File: src/rtl/down_timer_pkg.sv
// Shared types and defaults for the loadable down-counter/timer.
package down_timer_pkg;

  localparam int DEF_WIDTH = 4;
  localparam int DEF_TCW   = 8;

  typedef enum logic {
    IDLE = 1'b0,
    RUN  = 1'b1
  } state_e;

  // All-ones value of a w-bit field: the saturation ceiling of an event counter.
  function automatic logic [31:0] tc_sat(input int unsigned w);
    return (32'd1 << w) - 32'd1;
  endfunction

endpackage

File: src/rtl/sat_counter.sv
// Saturating event counter with synchronous clear and asynchronous reset.
module sat_counter
  import down_timer_pkg::*;
#(
  parameter int W = DEF_TCW
) (
  input  logic         clk,
  input  logic         rstn,
  input  logic         clr,
  input  logic         inc,
  output logic [W-1:0] q
);

  localparam logic [W-1:0] SAT = W'(tc_sat(W));
  localparam logic [W-1:0] ONE = W'(1);

  logic [W-1:0] q_q, q_d;

  // A clear coinciding with an event leaves exactly that one event counted.
  always_comb begin
    q_d = q_q;
    if (clr)
      q_d = inc ? ONE : '0;
    else if (inc && (q_q != SAT))
      q_d = q_q + ONE;
  end

  always_ff @(posedge clk or negedge rstn) begin
    if (!rstn) q_q <= '0;
    else       q_q <= q_d;
  end

  assign q = q_q;

endmodule

File: src/rtl/down_timer.sv
// Loadable down-counter with terminal-count pulse, optional auto-reload and abort.
module down_timer
  import down_timer_pkg::*;
#(
  parameter int WIDTH = DEF_WIDTH,
  parameter int TCW   = DEF_TCW
) (
  input  logic             clk,
  input  logic             rstn,
  input  logic             load_valid,
  output logic             load_ready,
  input  logic [WIDTH-1:0] load_value,
  input  logic             auto_reload,
  input  logic             en,
  input  logic             abort,
  output logic [WIDTH-1:0] count,
  output logic             busy,
  output logic             tc_pulse,
  output logic [TCW-1:0]   tc_events
);

  localparam logic [WIDTH-1:0] ONE = WIDTH'(1);

  state_e           state_q, state_d;
  logic [WIDTH-1:0] count_q, count_d;
  logic [WIDTH-1:0] reload_q, reload_d;
  logic             mode_q, mode_d;
  logic             tc_pulse_q, tc_pulse_d;
  logic             ev_clr, ev_inc;

  always_comb begin
    state_d    = state_q;
    count_d    = count_q;
    reload_d   = reload_q;
    mode_d     = mode_q;
    tc_pulse_d = 1'b0;
    ev_clr     = 1'b0;
    ev_inc     = 1'b0;
    case (state_q)
      IDLE: begin
        if (load_valid) begin
          reload_d = load_value;
          mode_d   = auto_reload;
          ev_clr   = 1'b1;
          if (load_value != '0) begin
            count_d = load_value;
            state_d = RUN;
          end else begin
            // Zero load terminates at once and never enters RUN, so no endless tick.
            count_d    = '0;
            tc_pulse_d = 1'b1;
            ev_inc     = 1'b1;
          end
        end
      end
      RUN: begin
        if (abort) begin
          state_d = IDLE;
          count_d = '0;
        end else if (en) begin
          if (count_q == ONE) begin
            tc_pulse_d = 1'b1;
            ev_inc     = 1'b1;
            if (mode_q) begin
              count_d = reload_q;
            end else begin
              count_d = '0;
              state_d = IDLE;
            end
          end else begin
            count_d = count_q - ONE;
          end
        end
      end
      default: begin
        state_d = IDLE;
        count_d = '0;
      end
    endcase
  end

  always_ff @(posedge clk or negedge rstn) begin
    if (!rstn) begin
      state_q    <= IDLE;
      count_q    <= '0;
      reload_q   <= '0;
      mode_q     <= 1'b0;
      tc_pulse_q <= 1'b0;
    end else begin
      state_q    <= state_d;
      count_q    <= count_d;
      reload_q   <= reload_d;
      mode_q     <= mode_d;
      tc_pulse_q <= tc_pulse_d;
    end
  end

  sat_counter #(.W(TCW)) u_tc_events (
    .clk  (clk),
    .rstn (rstn),
    .clr  (ev_clr),
    .inc  (ev_inc),
    .q    (tc_events)
  );

  assign busy       = (state_q == RUN);
  assign load_ready = !busy;
  assign count      = count_q;
  assign tc_pulse   = tc_pulse_q;

endmodule

File: config.mk
export PLATFORM = sky130hd
export DESIGN_NAME = down_timer
export DESIGN_NICKNAME = d
export VERILOG_FILES = /design/src/rtl/down_timer_pkg.sv /design/src/rtl/sat_counter.sv /design/src/rtl/down_timer.sv
export SDC_FILE = /design/constraint.sdc
export NUM_CORES = 1
export LEC_CHECK = 0
export BUFFER_PORTS_ARGS = -buffer_cell sky130_fd_sc_hd__buf_4
export CORE_MARGIN = 2
export CORE_UTILIZATION = 49
export CTS_BUF_LIST = sky130_fd_sc_hd__clkbuf_8 sky130_fd_sc_hd__clkbuf_16
export CTS_CLUSTER_DIAMETER = 50
export DETAILED_ROUTE_END_ITERATION = 6
export PLACE_DENSITY = 0.74
export SLEW_MARGIN = 25
export SYNTH_ARGS = -nofsm -noshare
export SYNTH_HDL_FRONTEND = slang
export SYNTH_SLANG_ARGS = --single-unit
export TNS_END_PERCENT = 20
File: constraint.sdc
create_clock -name clk -period 5.53 [get_ports clk]
set_clock_uncertainty 0.2 [all_clocks]
set_input_delay 1.106 -clock clk [delete_from_list [all_inputs] [get_ports clk]]
set_output_delay 1.106 -clock clk [all_outputs]
set_load 0.02 [all_outputs]
# [After elaboration in Yosys (flattened, before gate mapping)]
# Cells that the tools add are included.
[totals] register_bits=19 in_bits=10
[op_classes] add_sub_neg=2 eq_ne=4 muxes=25 bitwise=1 n_reduce_logical=6
[op_table] cell="$mux W4" count=6
[op_table] cell="$mux W8" count=2
[op_table] cell="$mux W1" count=14
[op_table] cell="$add A8 B1 Y8 const B" count=1
[op_table] cell="$ne A8 B8 Y1 const B" count=1
[op_table] cell="$pmux W4 S2" count=1
[op_table] cell="$eq A4 B1 Y1 const B" count=1
[op_table] cell="$pmux W1 S2" count=2
[op_table] cell="$reduce_and A2 Y1" count=2
[op_table] cell="$reduce_bool A4 Y1" count=1
[op_table] cell="$sub A4 B1 Y4 const B" count=1
[op_table] cell="$ne A3 B3 Y1 const B" count=1
[op_table] cell="$ne A2 B2 Y1 const B" count=1
[op_table] cell="$reduce_bool A2 Y1" count=1
[op_table] cell="$logic_and A1 B1 Y1" count=1
[op_table] cell="$logic_not A1 Y1" count=1
[op_table] cell="$not A1 Y1" count=1

# [Depth between registers and ports, before layout]
[depth] ltp_word=8 ltp_mapped=7 depth_no_buf=6

# [By module]
# A second synthesis with hierarchy kept.
[unflattened] hier_cells=117 hier_area_um2=1069.8
[by_module_without_submodules] module="down_timer" n_inst=1 cells_per_inst=70 area_per_inst_um2=596.8 seq_area_each_um2=275.3
[by_module_without_submodules] module="sat_counter" n_inst=1 cells_per_inst=47 area_per_inst_um2=473.0 seq_area_each_um2=200.2

# [Least setup slack after synthesis]
# Ideal clock, no wire load.
[synth_path] kind="in2reg" from="input load_value[0]" to="register u_tc_events.q_q[4] (netlist: u_tc_events.q[4])" t_arrival_ns=2.232 path_slack_ns=3.020 path_stages=5 path_cell_list="nor4_4 > a22oi_2 > buf_6 > or4_1 > a21oi_1"
[synth_via] elab_chain_cells=6
[synth_rtl] item="start: declaration" line_no="down_timer.sv:12" source="input logic [WIDTH-1:0] load_value,"
[synth_rtl] item="$reduce_bool A4 Y1" line_no="down_timer.sv:45" source="if (load_value != '0) begin"
[synth_rtl] item="$mux W1" line_no="down_timer.sv:45"
[synth_rtl] item="$mux W1" line_no="down_timer.sv:41" source="if (load_valid) begin"
[synth_rtl] item="$pmux W1 S2" line_no="down_timer.sv:39" source="case (state_q)"
[synth_rtl] item="$logic_and A1 B1 Y1" line_no="sat_counter.sv:24" source="else if (inc && (q_q != SAT))"
[synth_rtl] item="$reduce_bool A2 Y1 (no source line)"
[synth_rtl] item="end signal: assignment" line_no="sat_counter.sv:30" source="else q_q <= q_d;"
[synth_rtl] item="end: declaration" line_no="sat_counter.sv:17" source="logic [W-1:0] q_q, q_d;"
# No other way between the ends.
# A chain may end at the register's enable or synchronous reset.

# [Worst setup path in the final report]
[layout_path] from="input load_valid" to="register u_tc_events.q_q[3] (netlist: u_tc_events.q[3])"
[layout_via] elab_chain_cells=4 elab_cells_between_ends=7 cone_classes="mux: 5; reduce/logical: 2"
[layout_rtl] item="start: declaration" line_no="down_timer.sv:10" source="input logic load_valid,"
[layout_rtl] item="$mux W1" line_no="down_timer.sv:41"
[layout_rtl] item="$pmux W1 S2" line_no="down_timer.sv:39"
[layout_rtl] item="$logic_and A1 B1 Y1" line_no="sat_counter.sv:24"
[layout_rtl] item="$reduce_bool A2 Y1 (no source line)"
# Parallel ways exist; a longest one is shown, timed or not.

==> flow_summary.ini <==
[pwr]
vdd_drop_max_mv = 0.2031
power.leakage_nw = 0.6178
p_sw_frac = 0.3669
totalPowerFinal_mw = 0.4387
pwr-share-comb = 0.340
intPower_mw = 0.2778
power_frac_clock = 0.217
pwr-share-seq = 0.443
p_sw_mw = 0.1610
p_per_area_mw_per_mm2 = 335.9

[final_layout]
utilization = 0.6525
final-seq-area_um2 = 475.5
layoutNonFillerInstCount = 167
multiInputGateArea_um2 = 553.0
mostFrequentLayoutCell = buf_4
diodes = 0
layout_common_cells = buf_4 (24), nand2_1 (21), dfrtp_1 (19)
syn_to_final_growth_pct = 22.11
fillers = 186
drive_above_1_share = 0.2286
nNetsFinal = 154

[critical_path]
worstSetupPathType = input port to register
worstPathMaxFanout = 11
path_delay_family = simple AND/OR/NAND/NOR gates
crit_path_top_delay_cell = nor2b_1
critical_path.cell_chain = buf_4 -> nor2b_1 -> a22oi_2 -> or4_1 -> a21oi_1
startpoint_type = input port
slowest_delay_ns = 0.65
rrSetupSlack_ns = 3.14
cp.required_ns = 5.51
end_kind = register
cp_num_buf_inv = 1
arrival_ns = 2.84

[placement]
io_buffer_count = 24
place_ws_ns = 2.453
hpwl_um = 1721
dp_cells = 163
place_congestion = 0.8130

[timing]
tns_ns = 0
rsz0062_at_grt = no
fin_crit_ns = 2.855
slew_headroom = 0.4572
period_share = 0.5163
slew_viol_final = 0
setup_viol = 0
clock.fmax_ghz = 0.3502
tightest_slew_ns = 0.8126
postLayoutSetupSlackWorst_ns = 2.675
hold_violations = 0

[logic_synthesis]
synth_cell_types = 32
synth_top_area_frac = 0.4444
syn_area_mm2 = 0.001070
synth_fp_nets = 129
yosysWarnings = 0
postSynthAreaPerCell_um2 = 9.222
syn_inst = 116
yosys-top-cells-area = dfrtp_1 (44%), nand2_1 (7.4%), mux2i_1 (3.7%), ha_1 (3.5%), nor2_1 (3.5%)
yosysTopAreaCell = dfrtp_1
ys_seq_elements = 19
seq_area_frac_synth = 0.4444

[clock_network]
insertion_delay_ns = 0.26
cts.sinks = 19
h-tree-depth = 1
tritoncts = done
cts_hold_buffers = 0
numCtsBuffers = 3
cts_resized = 0
root_buffer = clkbuf_8
cts.clk_slew.worst_paths_ns = 0.07
cts_setup_buffers = 0
clk_path_buf_depth = 2

[routing]
avgViaCountPerCell = 5.653
drtPass1Iterations = 6
wirelength_um = 2409
wl_per_cell_um = 14.43
ant_nets = 0
route.detailed.drc = 0
drt-initial-drc-count = 31
vias = 944

[global_route]
grt_pass1_vias = 837
overflow = 0
track_usage = 0.2195
grt_pass1_wl_um = 4133
antenna_found_initial = 0
grt_max_degree = 20

[floorplan]
die_w_um = 50.73
num_io_pins = 25
die_y_um = 50.73
start_util = 0.5344
rows = 16
dieArea_mm2 = 0.002573
core_mm2 = 0.002002

[hold_path]
hp-class = register to register

[flow_run]
drv_cap = 0

[status]
status = finished clean
sequential cells by signal, indices dropped and copies added (netlist names):
| register | cells |
|---|---|
| busy | 1 |
| count | 4 |
| mode_q | 1 |
| reload_q | 4 |
| tc_pulse | 1 |
| u_tc_events.q | 8 |
metal layers:
| layer | vias up | GRT usage | share of wire |
|---|---|---|---|
| li1 | 467 | - | - |
| met1 | 431 | 0.3086 | 0.44 |
| met2 | 44 | 0.3136 | 0.46 |
| met3 | 2 | 0.06250 | 0.083 |
| met4 | 0 | 0.09459 | 0.010 |
| met5 | - | 0 | 0 |
power groups by stage:
stage	Clock (mW)	Sequential [mW]	Combinational, mW
CTS	0.0982	0.195	0.150
global route	0.107	0.199	0.164
global placement	0	0.195	0.147
detailed placement	0	0.197	0.150
finish	0.0952	0.194	0.149
floorplan	0	0.210	0.0804
tightest hold or removal path, stage by stage, from the launching register on:
cell     delay [ns]
dfrtp_1        0.34
nand2_1        0.05
nand2_1        0.06
cells in the mapped netlist, drive strengths merged:
cell / number
nor2: 10
a31oi: 1
a21oi: 5
mux2i: 4
o211ai: 2
nand3: 5
xnor2: 1
or4: 2
nand2b: 4
nand2: 21
and3: 2
buf: 1
clkbuf: 3
nor3b: 1
inv: 5
a22oi: 2
a21o: 1
o21ai: 7
dfrtp: 19
and4: 1
nand4: 2
nand3b: 1
o311ai: 2
o41ai: 1
and3b: 1
o31ai: 4
nor4: 3
nor2b: 1
ha: 3
xor2: 1
cells by family after synthesis:
kind of cell,share of synthesized area
AO/OA/AOI/OAI,0.1544
multiplexers,0.03743
flip-flops,0.4444
buffers and inverters,0.03860
AND/OR/NAND/NOR,0.2737
adder cells (fa/ha/maj),0.03509
XOR/XNOR,0.01638
final cells by class:
class | instances | area share
multi-input combinational | 88 | 0.4234
sequential | 19 | 0.3640
timing repair buffer | 24 | 0.1379
clock buffer | 3 | 0.03161
tap | 27 | 0.02586
inverter | 5 | 0.01437
clock inverter | 1 | 0.002874
through the flow:
step | area (µm²) | hold slack (ns)
6_report | 1306 | 0.2761
5_1_grt | 1306 | 0.3201
4_1_cts | 1306 | 0.2818
3_5_place_dp | 1261 | 0.2627
3_3_place_gp | 1261 | 0.2502
2_1_floorplan | 1070 | 0.2378
final timing paths:
check / startpoint / endpoint / depth (start not counted)
max in group asynchronous: rstn / count[0] / 1
worst min-delay path: reload_q[0] / reload_q[0] / 2
min in group asynchronous: rstn / u_tc_events.q[1] / 1
worst max-delay path: load_valid / u_tc_events.q[3] / 5
worst min register to register: reload_q[0] / reload_q[0] / 2
worst max register to register: count[1] / u_tc_events.q[3] / 6
Power figures use the tool's default switching activity.
